===== src/rtl/simple_spi_slave_pkg.sv =====
// rtl/simple_spi_slave_pkg.sv - shared types and constants for the SPI target
// Purpose: byte type, FSM state encoding and the default idle TX byte.
// Ports: none (package).
package simple_spi_slave_pkg;

    typedef logic [7:0] byte_t;
    typedef logic [1:0] state_t;

    localparam state_t ST_IDLE  = 2'd0;
    localparam state_t ST_LOAD  = 2'd1;
    localparam state_t ST_SHIFT = 2'd2;

    localparam byte_t TX_IDLE_DEFAULT = 8'hFF;

endpackage


===== src/rtl/spi_sync_edge.sv =====
// rtl/spi_sync_edge.sv - multi-stage input synchronizer with rise/fall detect
// Purpose: brings an asynchronous pin into the clk_i domain and flags edges.
// Ports:
//   clk_i   in   system clock
//   d_i     in   asynchronous input
//   q_o     out  synchronized level
//   rise_o  out  one-cycle pulse on a synchronized 0->1 transition
//   fall_o  out  one-cycle pulse on a synchronized 1->0 transition
module spi_sync_edge #(
    parameter int STAGES = 2
) (
    input  logic clk_i,
    input  logic d_i,
    output logic q_o,
    output logic rise_o,
    output logic fall_o
);

    logic [STAGES-1:0] sync_q;
    logic [STAGES-1:0] sync_d;
    logic              prev_q;
    logic              prev_d;

    always_comb begin
        sync_d = {sync_q[STAGES-2:0], d_i};
        prev_d = sync_q[STAGES-1];
    end

    // No reset on purpose: the chain must keep tracking the pin through a
    // reset, so that a reset taken while ss_n is already low does not show
    // up afterwards as a fresh falling edge (which would start a bogus frame).
    always_ff @(posedge clk_i) begin
        sync_q <= sync_d;
        prev_q <= prev_d;
    end

    assign q_o    = sync_q[STAGES-1];
    assign rise_o = sync_q[STAGES-1] & ~prev_q;
    assign fall_o = ~sync_q[STAGES-1] & prev_q;

endmodule


===== src/rtl/simple_spi_slave.sv =====
// rtl/simple_spi_slave.sv - oversampling SPI target with 1-entry TX buffer
// Purpose: samples sck/ss_n/mosi on clk_i, shifts 8-bit frames in and out.
// Optional build macro: SPI_SLV_LSB_FIRST_EN (LSB-first shifting on miso and mosi).
// Ports:
//   clk_i, rst_i                 clock, synchronous active-high reset
//   cpol_i, cpha_i               SPI mode, latched at ss_n fall
//   sck_i, ss_n_i, mosi_i        asynchronous SPI pins from the master
//   miso_o, miso_oe_o            slave data out and its output enable
//   tx_data_i/valid_i/ready_o    host byte into the 1-entry TX buffer
//   rx_data_o, rx_valid_o        last received byte and its update pulse
//   underrun_o                   pulse when TX_IDLE is loaded from an empty buffer
//   busy_o                       FSM not idle
module simple_spi_slave
    import simple_spi_slave_pkg::*;
#(
    parameter int    SYNC_STAGES = 2,
    parameter byte_t TX_IDLE     = TX_IDLE_DEFAULT
) (
    input  logic       clk_i,
    input  logic       rst_i,
    input  logic       cpol_i,
    input  logic       cpha_i,
    input  logic       sck_i,
    input  logic       ss_n_i,
    input  logic       mosi_i,
    output logic       miso_o,
    output logic       miso_oe_o,
    input  logic [7:0] tx_data_i,
    input  logic       tx_valid_i,
    output logic       tx_ready_o,
    output logic [7:0] rx_data_o,
    output logic       rx_valid_o,
    output logic       underrun_o,
    output logic       busy_o
);

`ifdef SPI_SLV_LSB_FIRST_EN
    function automatic logic out_bit(input byte_t b);
        return b[0];
    endfunction
    function automatic byte_t out_shift(input byte_t b);
        return {1'b0, b[7:1]};
    endfunction
    function automatic byte_t in_shift(input byte_t r, input logic m);
        return {m, r[7:1]};
    endfunction
`else
    function automatic logic out_bit(input byte_t b);
        return b[7];
    endfunction
    function automatic byte_t out_shift(input byte_t b);
        return {b[6:0], 1'b0};
    endfunction
    function automatic byte_t in_shift(input byte_t r, input logic m);
        return {r[6:0], m};
    endfunction
`endif

    logic sck_s, sck_rise, sck_fall;
    logic ss_s, ss_rise, ss_fall;
    logic mosi_s, mosi_rise, mosi_fall;

    spi_sync_edge #(.STAGES(SYNC_STAGES)) u_sync_sck (
        .clk_i (clk_i), .d_i (sck_i), .q_o (sck_s), .rise_o (sck_rise), .fall_o (sck_fall)
    );
    spi_sync_edge #(.STAGES(SYNC_STAGES)) u_sync_ss (
        .clk_i (clk_i), .d_i (ss_n_i), .q_o (ss_s), .rise_o (ss_rise), .fall_o (ss_fall)
    );
    spi_sync_edge #(.STAGES(SYNC_STAGES)) u_sync_mosi (
        .clk_i (clk_i), .d_i (mosi_i), .q_o (mosi_s), .rise_o (mosi_rise), .fall_o (mosi_fall)
    );

    logic unused_sync;
    assign unused_sync = sck_s ^ ss_rise ^ mosi_rise ^ mosi_fall;

    state_t     state_q, state_d;
    logic       cpol_q, cpol_d;
    logic       cpha_q, cpha_d;
    byte_t      treg_q, treg_d;
    byte_t      rreg_q, rreg_d;
    logic [2:0] bcnt_q, bcnt_d;
    logic       reload_q, reload_d;
    logic       miso_q, miso_d;
    logic       oe_q, oe_d;
    byte_t      rx_data_q, rx_data_d;
    logic       rx_valid_q, rx_valid_d;
    logic       underrun_q, underrun_d;
    byte_t      buf_q, buf_d;
    logic       buf_full_q, buf_full_d;

    logic       lead_edge, trail_edge, sample_edge, drive_edge;
    logic       do_load, buf_wr;
    byte_t      load_byte;

    assign tx_ready_o = ~buf_full_q & ~rst_i;

    always_comb begin
        state_d    = state_q;
        cpol_d     = cpol_q;
        cpha_d     = cpha_q;
        treg_d     = treg_q;
        rreg_d     = rreg_q;
        bcnt_d     = bcnt_q;
        reload_d   = reload_q;
        miso_d     = miso_q;
        oe_d       = oe_q;
        rx_data_d  = rx_data_q;
        rx_valid_d = 1'b0;
        underrun_d = 1'b0;
        buf_d      = buf_q;
        buf_full_d = buf_full_q;
        do_load    = 1'b0;

        lead_edge   = cpol_q ? sck_fall : sck_rise;
        trail_edge  = cpol_q ? sck_rise : sck_fall;
        sample_edge = cpha_q ? trail_edge : lead_edge;
        drive_edge  = cpha_q ? lead_edge : trail_edge;
        buf_wr      = tx_valid_i & tx_ready_o;
        load_byte   = buf_full_q ? buf_q : TX_IDLE;

        case (state_q)
            ST_IDLE: begin
                if (ss_fall) begin
                    state_d = ST_LOAD;
                    cpol_d  = cpol_i;
                    cpha_d  = cpha_i;
                end
            end
            ST_LOAD: begin
                do_load  = 1'b1;
                bcnt_d   = 3'd7;
                oe_d     = 1'b1;
                reload_d = 1'b0;
                rreg_d   = '0;
                state_d  = ST_SHIFT;
                // cpha=0 must present the first bit before the first sample
                // edge; cpha=1 waits for the first leading edge to drive it.
                if (!cpha_q) begin
                    miso_d = out_bit(load_byte);
                    treg_d = out_shift(load_byte);
                end else begin
                    treg_d = load_byte;
                end
            end
            ST_SHIFT: begin
                if (sample_edge) begin
                    rreg_d = in_shift(rreg_q, mosi_s);
                    bcnt_d = bcnt_q - 3'd1;
                    if (bcnt_q == 3'd0) begin
                        rx_data_d  = in_shift(rreg_q, mosi_s);
                        rx_valid_d = 1'b1;
                        reload_d   = 1'b1;
                    end
                end else if (drive_edge) begin
                    // First drive edge after a completed byte starts the next
                    // one, so back-to-back bytes need no gap on the wire.
                    if (reload_q) begin
                        do_load  = 1'b1;
                        reload_d = 1'b0;
                        miso_d   = out_bit(load_byte);
                        treg_d   = out_shift(load_byte);
                    end else begin
                        miso_d = out_bit(treg_q);
                        treg_d = out_shift(treg_q);
                    end
                end
            end
            default: state_d = ST_IDLE;
        endcase

        // Deselect wins over everything: drop the partial byte and any
        // pending load so the buffer keeps its contents.
        if (state_q != ST_IDLE && ss_s) begin
            state_d    = ST_IDLE;
            oe_d       = 1'b0;
            miso_d     = 1'b0;
            reload_d   = 1'b0;
            rx_data_d  = rx_data_q;
            rx_valid_d = 1'b0;
            do_load    = 1'b0;
        end

        if (do_load) begin
            buf_full_d = 1'b0;
            underrun_d = ~buf_full_q;
        end
        // Only possible when the buffer was empty, so a write racing a load
        // lands in the buffer and the load takes TX_IDLE.
        if (buf_wr) begin
            buf_d      = tx_data_i;
            buf_full_d = 1'b1;
        end
    end

    always_ff @(posedge clk_i) begin
        if (rst_i) begin
            state_q    <= ST_IDLE;
            cpol_q     <= 1'b0;
            cpha_q     <= 1'b0;
            treg_q     <= '0;
            rreg_q     <= '0;
            bcnt_q     <= 3'd7;
            reload_q   <= 1'b0;
            miso_q     <= 1'b0;
            oe_q       <= 1'b0;
            rx_data_q  <= '0;
            rx_valid_q <= 1'b0;
            underrun_q <= 1'b0;
            buf_q      <= '0;
            buf_full_q <= 1'b0;
        end else begin
            state_q    <= state_d;
            cpol_q     <= cpol_d;
            cpha_q     <= cpha_d;
            treg_q     <= treg_d;
            rreg_q     <= rreg_d;
            bcnt_q     <= bcnt_d;
            reload_q   <= reload_d;
            miso_q     <= miso_d;
            oe_q       <= oe_d;
            rx_data_q  <= rx_data_d;
            rx_valid_q <= rx_valid_d;
            underrun_q <= underrun_d;
            buf_q      <= buf_d;
            buf_full_q <= buf_full_d;
        end
    end

    assign miso_o     = miso_q;
    assign miso_oe_o  = oe_q;
    assign rx_data_o  = rx_data_q;
    assign rx_valid_o = rx_valid_q;
    assign underrun_o = underrun_q;
    assign busy_o     = (state_q != ST_IDLE);

endmodule


===== config.mk =====
export PLATFORM = sky130hd
export DESIGN_NAME = simple_spi_slave
export DESIGN_NICKNAME = d
export VERILOG_FILES = /design/src/rtl/simple_spi_slave_pkg.sv /design/src/rtl/spi_sync_edge.sv /design/src/rtl/simple_spi_slave.sv
export SDC_FILE = /design/constraint.sdc
export NUM_CORES = 1
export LEC_CHECK = 0
export CORE_UTILIZATION = 50
export CTS_BUF_LIST = sky130_fd_sc_hd__clkbuf_2
export DETAILED_ROUTE_END_ITERATION = 8
export PLACE_DENSITY = 0.78
export SETUP_SLACK_MARGIN = 0.1
export SYNTH_ARGS = -nofsm -noshare
export SYNTH_HDL_FRONTEND = slang
export SYNTH_SLANG_ARGS = --single-unit

===== constraint.sdc =====
create_clock -name clk_i -period 2.4 [get_ports clk_i]
set_input_delay 0.24 -clock clk_i [delete_from_list [all_inputs] [get_ports clk_i]]
set_output_delay 0.24 -clock clk_i [all_outputs]
set_load 0.05 [all_outputs]

---- After elaboration in Yosys (flattened, before gate mapping) ----
Index checks and enable logic that the tools add are counted.
word-level totals
  flip-flop bits (word level) ............. 52
  bits of input ports ..................... 16
  output and inout port bits .............. 14
  word-level logic and storage cells ...... 92
cells by class
  $add $sub $neg .......................... 1
  equal/unequal tests ..................... 9
  muxes and demuxes ....................... 33
  bitwise gates (word level) .............. 14
  reduce and logical (&&, ||, !) cells .... 16
operators by type and width
  operator                                           count
  2-to-1 mux 8 bit                                   5
  2-to-1 mux 1 bit                                   18
  case mux 8 bit (2 select lines)                    1
  case mux 7 bit (2 select lines)                    1
  inequality test 2 bit (second input constant)      5
  NOT 1 bit                                          9
  AND reduction 4 bit                                2
  2-to-1 mux 7 bit                                   1
  inequality test 3 bit (second input constant)      2
  case mux 1 bit (2 select lines)                    3
  case mux 2 bit (3 select lines)                    1
  case mux 3 bit (2 select lines)                    1
  AND reduction 2 bit                                3
  AND reduction 3 bit                                2
  nonzero test 2 bit                                 3
  AND 1 bit                                          5
  OR reduction 2 bit                                 2
  OR reduction 4 bit                                 1
  logical NOT 3 bit                                  1
  2-to-1 mux 3 bit                                   1
  subtractor 3 x 1 -> 3 bit (second input constant)  1
  == test 2 x 1 -> 1 bit (second input constant)     1
  == test 2 bit (second input constant)              1
  logical NOT 2 bit                                  1
  other kinds (2)                                    2

---- Logic depth before layout (Yosys ltp) ----
Gate-level depths: netlist of run 1.
  depth after elaboration ................. 10
  gate-level depth with buffers ........... 8
  depth with buffers taken out ............ 6

---- Modules after synthesis ----
From an unflattened synthesis of run 1, not the netlist that was laid out.
second synthesis, totals
  cell total of the unflattened synthesis .. 275
  area, all modules ....................... 2431.1 um^2
modules (own cells, without submodules)
  module            instances  cells an instance  area an instance (um^2)  sequential area each (um^2)
  simple_spi_slave  1          260                2205.9                   880.8
  spi_sync_edge     3          5                  75.1                     60.1

---- Worst setup path before layout of run 1 ----
Ideal clock, no wire load.
  kind .................................... register -> register
  from .................................... reg state_q[0]
  to ...................................... reg rreg_q[3]
  library setup time ...................... 135 ps
  data arrival time ....................... 1407 ps
  data required time ...................... 2265 ps
  setup slack ............................. 858 ps
  cell stages (with the launch flop) ...... 7
  path buffers ............................ 1
  clock period less this slack ............ 1542 ps
  path through ............................ dfxtp_1 inv_1 ha_1 clkbuf_1 nor2_1 a21oi_1 o22ai_1
between the ends
  word-level cells in the longest chain between the ends .. 3
  elaborated cells between the ends (all ways) .. 6
  classes of those cells .................. eq/ne: 3; mux: 1; reduce/logical: 2
ends and longest elaborated chain
  item                                                                          RTL line                 source
  start: declaration                                                            simple_spi_slave.sv:76   state_t state_q, state_d;
  start signal: assignment                                                      simple_spi_slave.sv:212  state_q <= state_d;
  == test 2 bit / == test 2 x 1 -> 1 bit (equally long branches)                simple_spi_slave.sv:121  case (state_q)
  inequality test 2 bit (no line) / nonzero test 2 bit (equally long branches)  n/a
  AND reduction 2 bit (no line)                                                 n/a
  end signal: assignment                                                        simple_spi_slave.sv:216  rreg_q <= rreg_d;
  end: declaration                                                              simple_spi_slave.sv:80   byte_t rreg_q, rreg_d;
Parallel ways exist; a longest one is shown, timed or not.
A chain may end at the register's enable or synchronous reset.

---- Worst setup path in the final report of run 1 ----
  from .................................... reg state_q[0]
  to ...................................... reg miso_q, in the netlist miso_o
between the ends
  word-level cells in the longest chain between the ends .. 3
  elaborated cells between the ends (all ways) .. 11
  classes of those cells .................. eq/ne: 5; mux: 1; reduce/logical: 5
ends and longest elaborated chain
  item                                                                        RTL line                 source
  == test 2 x 1 -> 1 bit (tied with other cells)                              simple_spi_slave.sv:121
  inequality test 2 bit (no line) (tied with other cells)                     n/a
  AND reduction 4 bit (no line) / OR reduction 2 bit (equally long branches)  n/a
  end signal: assignment                                                      simple_spi_slave.sv:219  miso_q <= miso_d;
  end: declaration                                                            simple_spi_slave.sv:83   logic miso_q, miso_d;
Parallel ways exist; a longest one is shown, timed or not.

==> run_results.csv, run 1 <==
group,metric,value,unit
die,fp.dieArea,4834,um2
critical_path,setup.reg_to_reg.worst_slack,0.31,ns
sta,fraction_of_the_cycle_the_final_worst_path_needs,87.21,%
critical_path,worst_ep_arrival_time,2.44,ns
clocking,clkLatencyLatePin,0.43,ns
sta,hold_viol_final,0,
drt,vias,1765,
outcome,run_status,"completed",
critical_path,crit_slowest_cell,"dfxtp_1",
synth,synth_top_cell_area_share,45.66,%
synth,commonest_register_cell_after_synthesis,"dfxtp_1",
drt,detail_route.wl_per_cell,13.05,um
synth,seq_area_frac_synth,45.66,%
clocking,htree_levels,2,
sta,worst-slew-pin-transition,0.5699,ns
drt,drc_errors,0,
sta,clock.fmax,477.8,MHz
power_and_ir_drop,power.share.switching,27.72,%
critical_path,slowest_delay,0.42,ns
critical_path,critical_path.cell_chain,"inv_1 > ha_1 > inv_1 > nand2_1 > a22oi_1 > mux2i_1",
clocking,cts_inserted_buffers,5,
global_route,grt_antenna_before_repair,0,
synth,synthDistinctLibCells,33,
critical_path,endpoint_kind,"flop",
sta,fin_skew,0.03105,ns
drt,first_drt_iteration_drcs,86,
synth,syn-num-nets,268,
placed_design,hpwlAfterDp,3076,um
power_and_ir_drop,part_of_the_total_power_dissipated_in_combinational_logic,15.8,%
clocking,clkTransAtPathRegs,0.25,ns
drt,dr.pass1.iters,4,
die,dieHeight,69.53,um
clocking,tritoncts,"yes",
synth,synth_async_sr_flop_share,0,%
power_and_ir_drop,power.leakage,1.044,nW
global_route,globalRouteOverflowTotal,0,
hold_path,holdCritStartpoint,"ss_n_i",
critical_path,worstSetupStartpointType,"flop",
drt,route.antenna.remaining_nets,0,
sta,final-max-slew-violation-count,0,
hold_path,worst_hold_path_type,"in -> reg",
sta,max-slew-margin-rel,61.89,%
placed_design,numPortBuffers,29,
clocking,cts_setup_buffers,0,
run,max_cap_violations,0,
synth,synthTopCellsByArea,"dfxtp_1 46%, mux2i_1 9.7%, nand2b_1 5.5%",
finish,antenna_cell_count,0,
clocking,cts_sinks,52,
critical_path,r2r-start,"state_q[0]$_SDFFE_PP0P_",
power_and_ir_drop,power.share.clock,23.1,%
finish,area.growth.synth_to_final,16.30,%
global_route,globalRouteTotalUtil,19.72,%
power_and_ir_drop,power_frac_seq,61.1,%
synth,synthesis.instances,247,
critical_path,cp.required,2.75,ns
clocking,clock_path_buffers,2,
critical_path,worstSetupStartpoint,"state_q[0]$_SDFFE_PP0P_",
die,die_width,69.53,um
critical_path,timing.critical_path.fanout_max,16,
synth,synth.yosys.warnings,0,
clocking,ctsRootBufferMaster,"clkbuf_2",
die,placeableCoreArea,4354,um2
finish,stdcell_area,2651,um2
drt,drt-total-wl,4241,um
synth,synth.largest_area_cell,"dfxtp_1",
power_and_ir_drop,p_per_area,570.2,nW/um2
die,io-pin-count,30,
die,row_count,24,
placed_design,detailed_place.area,2609,um2
drt,route.detailed.vias_per_inst,5.431,
critical_path,worst-r2r-cell-count,6,
power_and_ir_drop,intPower,1.093,mW
sta,grt_setup_unrepaired,"no",
power_and_ir_drop,power_switching,0.4191,mW
finish,drive_gt1_share,6.593,%
synth,synth_area,2280,um2
synth,ys_ff_latch,52,
critical_path,setup.worst_path.class,"reg -> reg",
power_and_ir_drop,peakVddDrop,367.8,uV
global_route,largest_net_degree_at_the_start_of_global_routing,18,
finish,num-nets-final,293,
critical_path,worst_path_most_repeated_cell,"inv_1",
hold_path,whs_path_depth,1,
placed_design,finalWeightedCongestion,0.8868,
global_route,grt_first_pass_wirelength,7769,um
sta,min_period,2.093,ns
global_route,first_global_vias,1661,
synth,synth_area_per_cell,9.229,um2
sta,finalSetupViolations,0,
synth,synth-edff-count,0,
die,start_util,52.36,%
sta,setup-tns-final,0,ns
## through the flow
| step | total power [mW] | setup slack, ns | util, % | instances | hold slack, ns |
|---|---|---|---|---|---|
| after floorplan | 1.103 | 0.8582 | - | 247 | 0.2677 |
| after CTS | 1.521 | 0.3155 | 60.89 | 325 | 0.2023 |
| after global placement | 1.175 | 0.5186 | 59.91 | 317 | 0.3112 |
| after detailed placement | 1.181 | 0.4106 | 59.91 | 317 | 0.3136 |
| after global routing | 1.588 | 0.1077 | 60.89 | 325 | 0.1793 |
| final | 1.512 | 0.3069 | 60.89 | 325 | 0.2173 |
## cell families (layout without fill, tap and decap cells)
| kind of cell | Yosys count | count (layout) | synth area share [%] |
|---|---|---|---|
| multiplexers | 25 | 25 | 11.14 |
| buffers and inverters | 21 | 47 | 3.897 |
| AO/OA/AOI/OAI | 48 | 48 | 13.17 |
| XOR/XNOR | 1 | 1 | 0.7137 |
| AND/OR/NAND/NOR | 95 | 95 | 22.67 |
| flip-flops | 52 | 52 | 45.66 |
| adder cells (fa/ha/maj) | 5 | 5 | 2.744 |
## worst max-delay path: cells and delay by family, from the launching register on
kind / cells / cell delay [ns]
DFF: 1 / 0.42
and+or+nand+nor: 1 / 0.36
adders and majority gates: 1 / 0.35
AOI/OAI and AO/OA: 1 / 0.35
buffers and inverters: 2 / 0.33
muxes: 1 / 0.21
## sequential cells by signal, indices dropped and copies added (netlist names), 3 cells and up
signal	count
bcnt_q	3
buf_q	8
rreg_q	7
rx_data_o	8
treg_q	8
## metal layers
metal / track usage (%) / wire, um / part of all wire [%]
met1: 27.62 / 2157 / 51
met2: 30.74 / 1927 / 45
met3: 3.779 / 108 / 2.5
met4: 6.122 / 48 / 1.1
met5: 0 / 0 / 0
## synthesized netlist by cell type, types with 6 or more instances
| cell | instances |
|---|---|
| nand3_1 | 9 |
| nand2_1 | 6 |
| inv_1 | 6 |
| nor2b_1 | 15 |
| nor3_1 | 9 |
| mux2i_1 | 22 |
| o2bb2ai_1 | 7 |
| a21oi_1 | 13 |
| o21ai_0 | 11 |
| clkbuf_1 | 12 |
| nand3b_1 | 9 |
| nor2_1 | 22 |
| dfxtp_1 | 52 |
| o22ai_1 | 7 |
| nand2b_1 | 20 |
## power groups by stage
stage / registers, mW / clock network (mW) / logic (mW)
5_1_grt: 0.931 / 0.392 / 0.265
6_report: 0.924 / 0.349 / 0.239
2_1_floorplan: 0.944 / 0 / 0.159
3_3_place_gp: 0.940 / 0 / 0.236
3_5_place_dp: 0.940 / 0 / 0.240
4_1_cts: 0.924 / 0.357 / 0.240
## path summary, 6_finish.rpt
check	end
worst max register to register	miso_o$_SDFFE_PP0P_
worst min register to register	u_sync_sck.sync_q[1]$_DFF_P_
worst min-delay path	u_sync_ss.sync_q[0]$_DFF_P_
worst max-delay path	miso_o$_SDFFE_PP0P_
## layout by cell type, fill, tap and decap left out, drive strengths merged
cell type      instances
a22oi                  1
o31ai                  1
a2bb2oi                1
ha                     5
buf                    5
nor2b                 15
nand2                  6
nand3                  9
a21o                   1
clkdlybuf4s50         27
nor2                  22
o22ai                  7
nor4b                  1
or3                    1
a32oi                  1
o2bb2ai                7
dfxtp                 52
mux2                   3
mux2i                 22
or2                    1
xnor2                  1
inv                    6
dlygate4sd2            1
clkinv                 1
or2b                   1
nand3b                 9
a21oi                 13
o21ai                 11
clkbuf                 7
o211ai                 2
nor3                   9
o21a                   1
a31oi                  2
nand2b                20
and2                   1
## layout make-up
cell class	count	area [um2]
Fill cell	403	1703
Inverter	6	22.52
Tap cell	52	65.06
Clock inverter	1	8.758
Sequential cell	52	1041
Clock buffer	7	35.03
Timing Repair Buffer	33	329.1
Multi-Input combinational cell	174	1150
## what timing repair did
item / in CTS / in global routing
endpoints found under the setup margin: 1 / 0
gates resized for setup: 1 / 0
hold buffers: 0 / 0
Note: power is estimated with default switching activity, not from simulation.
==> run 2, diff against run 1 <==
- HOLD_SLACK_MARGIN: default -> 0.02
- clock period: 2.4 -> 2.7 ns (I/O delays scaled with it)
==> run 2 against run 1 <==
Compared with the run above: final cell count did not move; global-route usage fell by 0.33 points; count of clock-buffer cells in the layout decreased by 2; final area unchanged; register-to-register slack better by 0.35 ns; sequential share of layout area did not move; critical path type is now reg -> out; clock skew down 0.013 ns.
==> run_results.csv, run 2 (same netlist as run 1, synthesis figures left out) <==
group,metric,value,unit
outcome,run_status,"completed",
critical_path,worst_ep_arrival_time,2.08,ns
die,placeableCoreArea,4354,um2
die,die_width,69.53,um
finish,most_frequent_cells_in_the_layout,"52 x dfxtp_1, 28 x clkdlybuf4s50_1, 22 x nor2_1, 22 x mux2i_1, 20 x nand2b_1",
placed_design,hpwlAfterDp,3064,um
drt,route.antenna.remaining_nets,0,
critical_path,timing.critical_path.fanout_max,4,
drt,route.detailed.vias_per_inst,5.449,
clocking,clkTransAtPathRegs,0.24,ns
clocking,clock_path_buffers,2,
drt,detail_route.wl_per_cell,13.42,um
power_and_ir_drop,p_per_area,508.3,nW/um2
finish,area.growth.synth_to_final,16.30,%
clocking,clkLatencyLatePin,0.44,ns
clocking,cts_sinks,52,
drt,drc_errors,0,
sta,hold_viol_final,0,
finish,stdcell_area,2651,um2
power_and_ir_drop,peakVddDrop,327.9,uV
sta,max-slew-margin-rel,60.20,%
drt,drt-total-wl,4362,um
clocking,htree_levels,2,
hold_path,worst_hold_path_type,"in -> reg",
global_route,globalRouteOverflowTotal,0,
finish,final_layout_fill_cell_count,378,
placed_design,numPortBuffers,29,
sta,final-max-slew-violation-count,0,
drt,dr.pass1.iters,4,
sta,fraction_of_the_cycle_the_final_worst_path_needs,86.89,%
critical_path,endpoint_kind,"output pin",
critical_path,setup.worst_path.class,"reg -> out",
clocking,tritoncts,"yes",
finish,num-nets-final,293,
sta,finalSetupViolations,0,
placed_design,detailed_place.area,2609,um2
sta,setup-tns-final,0,ns
global_route,globalRouteTotalUtil,19.39,%
finish,drive_gt1_share,6.227,%
global_route,grt_first_pass_wirelength,7548,um
sta,worst-slew-pin-transition,0.5925,ns
sta,postLayoutSetupSlackWorst,0.3539,ns
sta,clock.fmax,426.2,MHz
die,io-pin-count,30,
critical_path,cp.required,2.43,ns
placed_design,finalWeightedCongestion,0.8458,
clocking,number_of_gates_resized_after_cts,0,
sta,grt_setup_unrepaired,"no",
critical_path,worstSetupStartpointType,"flop",
global_route,first_global_vias,1613,
clocking,cts_setup_buffers,0,
global_route,grt_antenna_before_repair,0,
die,dieHeight,69.53,um
finish,final_util,60.89,%
finish,final_common_cell,"dfxtp_1",
clocking,cts_hold_buffers,0,
drt,first_drt_iteration_drcs,98,
run,max_cap_violations,0,
die,fp.dieArea,4834,um2
finish,antenna_cell_count,0,
placed_design,detailedPlace.worstSlack,0.7273,ns
sta,hold_slack,0.2410,ns
global_route,largest_net_degree_at_the_start_of_global_routing,18,
die,row_count,24,
clocking,ctsRootBufferMaster,"clkbuf_2",
sta,min_period,2.346,ns
die,start_util,52.36,%
sta,fin_skew,0.01778,ns
clocking,cts_inserted_buffers,5,
power_and_ir_drop,power.leakage,1.038,nW
drt,vias,1771,
==> run 2: changes by cell type in the layout (fill, tap and decap cells not counted) <==
cell	previous run	this run
clkinv_4	1	0
clkinv_2	0	1
dlygate4sd2_1	1	0
inv_6	0	1
clkdlybuf4s50_1	27	28
clkbuf_2	7	5
clkinv_1	0	1
==> run 2: through the flow <==
step                      std cells  power [mW]
after floorplan                 247      0.9801
after global routing            325       1.416
final                           325       1.348
after CTS                       325       1.359
after detailed placement        317       1.050
after global placement          317       1.046
==> run 2: metal layers <==
metal	track usage (%)	routed length (um)	up-vias
li1	-	-	904
met1	28.07	2182	819
met2	28.26	1906	41
met3	4.360	207	7
met4	6.803	65	0
met5	0	0	-
==> run 2: worst max-delay path, stage by stage (launching register included) <==
cell and delay, ns:
dfxtp_1 0.42, inv_1 0.07, ha_1 0.22, inv_1 0.11
clkdlybuf4s50_1 0.82
==> run 2: cell type report <==
type / count / area [um2] / area share (%)
tap: 52 / 65.06 / 2.454
inverter: 6 / 22.52 / 0.8495
sequential: 52 / 1041 / 39.26
multi-input combinational: 174 / 1150 / 43.37
clock buffer: 5 / 25.02 / 0.9438
timing repair buffer: 33 / 330.3 / 12.46
clock inverter: 3 / 17.52 / 0.6607
==> run 2: final timing paths <==
path              depth (start not counted)                      endpoint                          from  slack, ns
hold / removal                            1   u_sync_ss.sync_q[0]$_DFF_P_                        ss_n_i       0.24
setup reg to reg                          7           miso_o$_SDFFE_PP0P_       state_q[0]$_SDFFE_PP0P_       0.66
setup / recovery                          4                        busy_o       state_q[0]$_SDFFE_PP0P_       0.35
hold reg to reg                           0  u_sync_sck.sync_q[1]$_DFF_P_  u_sync_sck.sync_q[0]$_DFF_P_       0.35
==> run 2: power by group <==
| part | switching (mW) | internal, mW | total, mW |
|---|---|---|---|
| Clock | 0.247 | 0.0634 | 0.311 |
| Combinational | 0.117 | 0.0976 | 0.214 |
| Sequential | 0.0214 | 0.801 | 0.822 |
==> run 3, diff against run 2 <==
- CTS_BUF_LIST: sky130_fd_sc_hd__clkbuf_2 -> sky130_fd_sc_hd__clkbuf_4
==> run 3 against run 2 <==
Compared with the run above: final area rose by 0.47%; maximum frequency rose by 3.1%; routed wire length rose by 1.1%; via count barely moved; utilization rose by 0.29 points; non-clock buffer count did not move; sequential power barely moved; global-route usage rose by 0.56 points; final cell count did not move; highest routed layer unchanged; register-to-register slack barely moved.
==> run_results.csv, run 3 (same netlist as run 1, synthesis figures left out) <==
group,metric,value,unit
outcome,run_status,"completed",
finish,antenna_cell_count,0,
clocking,cts_hold_buffers,0,
clocking,cts_setup_buffers,0,
sta,hold_viol_final,0,
finish,stdcell_area,2664,um2
clocking,clock_path_buffers,2,
sta,setup-tns-final,0,ns
clocking,tritoncts,"yes",
sta,clock.fmax,439.3,MHz
run,max_cap_violations,0,
sta,fin_skew,0.004618,ns
global_route,grt_first_pass_wirelength,7631,um
power_and_ir_drop,peakVddDrop,326.8,uV
global_route,grt_antenna_before_repair,0,
critical_path,worst_path_most_repeated_cell,"inv_1",
die,die_width,69.53,um
critical_path,crit_slowest_cell,"clkdlybuf4s50_1",
global_route,globalRouteTotalUtil,19.94,%
finish,final_layout_fill_cell_count,378,
global_route,first_global_vias,1623,
finish,drive_gt1_share,6.227,%
sta,finalSetupViolations,0,
finish,final_common_cell,"dfxtp_1",
drt,vias,1772,
clocking,cts_sinks,52,
placed_design,hpwlAfterDp,3064,um
critical_path,cp_top_family,"buffers and inverters",
die,fp.dieArea,4834,um2
sta,fraction_of_the_cycle_the_final_worst_path_needs,84.30,%
drt,detail_route.wl_per_cell,13.57,um
clocking,number_of_gates_resized_after_cts,0,
die,placeableCoreArea,4354,um2
drt,route.antenna.remaining_nets,0,
finish,num-nets-final,293,
die,io-pin-count,30,
sta,hold_slack,0.3257,ns
sta,worst-slew-pin-transition,0.5892,ns
drt,drt-total-wl,4409,um
sta,final-max-slew-violation-count,0,
finish,area.growth.synth_to_final,16.85,%
critical_path,cp.required,2.43,ns
hold_path,worst_hold_path_type,"in -> reg",
critical_path,worst_ep_arrival_time,2.01,ns
drt,dr.pass1.iters,4,
clocking,cts_inserted_buffers,5,
power_and_ir_drop,power.leakage,1.041,nW
placed_design,detailed_place.area,2609,um2
finish,most_frequent_cells_in_the_layout,"52 x dfxtp_1, 28 x clkdlybuf4s50_1, 22 x nor2_1, 22 x mux2i_1, 20 x nand2b_1",
placed_design,numPortBuffers,29,
clocking,htree_levels,2,
critical_path,slowest_delay,0.82,ns
critical_path,critical_path.cell_chain,"inv_1 > ha_1 > inv_1 > clkdlybuf4s50_1",
sta,min_period,2.276,ns
critical_path,setup.worst_path.class,"reg -> out",
global_route,largest_net_degree_at_the_start_of_global_routing,18,
critical_path,endpoint_kind,"output pin",
die,start_util,52.36,%
drt,route.detailed.vias_per_inst,5.452,
sta,grt_setup_unrepaired,"no",
drt,first_drt_iteration_drcs,99,
clocking,ctsRootBufferMaster,"clkbuf_4",
global_route,globalRouteOverflowTotal,0,
die,dieHeight,69.53,um
die,row_count,24,
placed_design,finalWeightedCongestion,0.8458,
critical_path,timing.critical_path.fanout_max,4,
clocking,clkTransAtPathRegs,0.14,ns
sta,max-slew-margin-rel,60.42,%
power_and_ir_drop,p_per_area,518.2,nW/um2
clocking,clkLatencyLatePin,0.37,ns
drt,drc_errors,0,
critical_path,worst-path-buf-inv,3,
critical_path,worstSetupStartpointType,"flop",
==> run 3: cell type report <==
cell class / count / area (um2) / area share, %
multi-input combinational: 174 / 1150 / 43.17
clock inverter: 3 / 17.52 / 0.6576
timing repair buffer: 33 / 330.3 / 12.40
tap: 52 / 65.06 / 2.442
sequential: 52 / 1041 / 39.08
clock buffer: 5 / 37.54 / 1.409
inverter: 6 / 22.52 / 0.8455
==> run 3: per-layer routing <==
metal | vias up | global-route usage [%] | wire (um)
li1 | 906 | - | -
met1 | 812 | 28.25 | 2146
met2 | 48 | 29.02 | 1962
met3 | 6 | 4.797 | 224
met4 | 0 | 8.163 | 76
met5 | - | 0 | 0
==> run 3: worst register-to-register path, cell delays in order, from the launching register on <==
cell	delay (ns)
dfxtp_1	0.36
inv_1	0.09
ha_1	0.34
buf_4	0.27
nand3b_1	0.09
mux2_2	0.39
a22oi_1	0.23
mux2i_1	0.20
==> run 3: final timing paths <==
| kind | slack [ns] | depth (start not counted) | from | end |
|---|---|---|---|---|
| worst min register to register | 0.35 | 0 | u_sync_sck.sync_q[0]$_DFF_P_ | u_sync_sck.sync_q[1]$_DFF_P_ |
| worst max register to register | 0.67 | 7 | state_q[0]$_SDFFE_PP0P_ | miso_o$_SDFFE_PP0P_ |
| worst max-delay path | 0.42 | 4 | state_q[0]$_SDFFE_PP0P_ | busy_o |
| worst min-delay path | 0.33 | 1 | ss_n_i | u_sync_ss.sync_q[0]$_DFF_P_ |
==> run 3: stage by stage <==
step	util, %	worst slack, ns	power (mW)	std cells
finish	61.18	0.4238	1.380	325
global route	61.18	0.3240	1.455	325
CTS	61.18	0.4263	1.396	325
detailed placement	59.91	0.7273	1.050	317
global placement	59.91	0.8177	1.046	317
floorplan	-	1.158	0.9801	247
==> run 3: report_power, final <==
| part | switching (mW) | internal [mW] | leakage (nW) |
|---|---|---|---|
| registers | 0.0216 | 0.799 | 0.425 |
| clock network | 0.244 | 0.101 | 0.0330 |
| logic | 0.118 | 0.0976 | 0.582 |
| total | 0.383 | 0.997 | 1.04 |
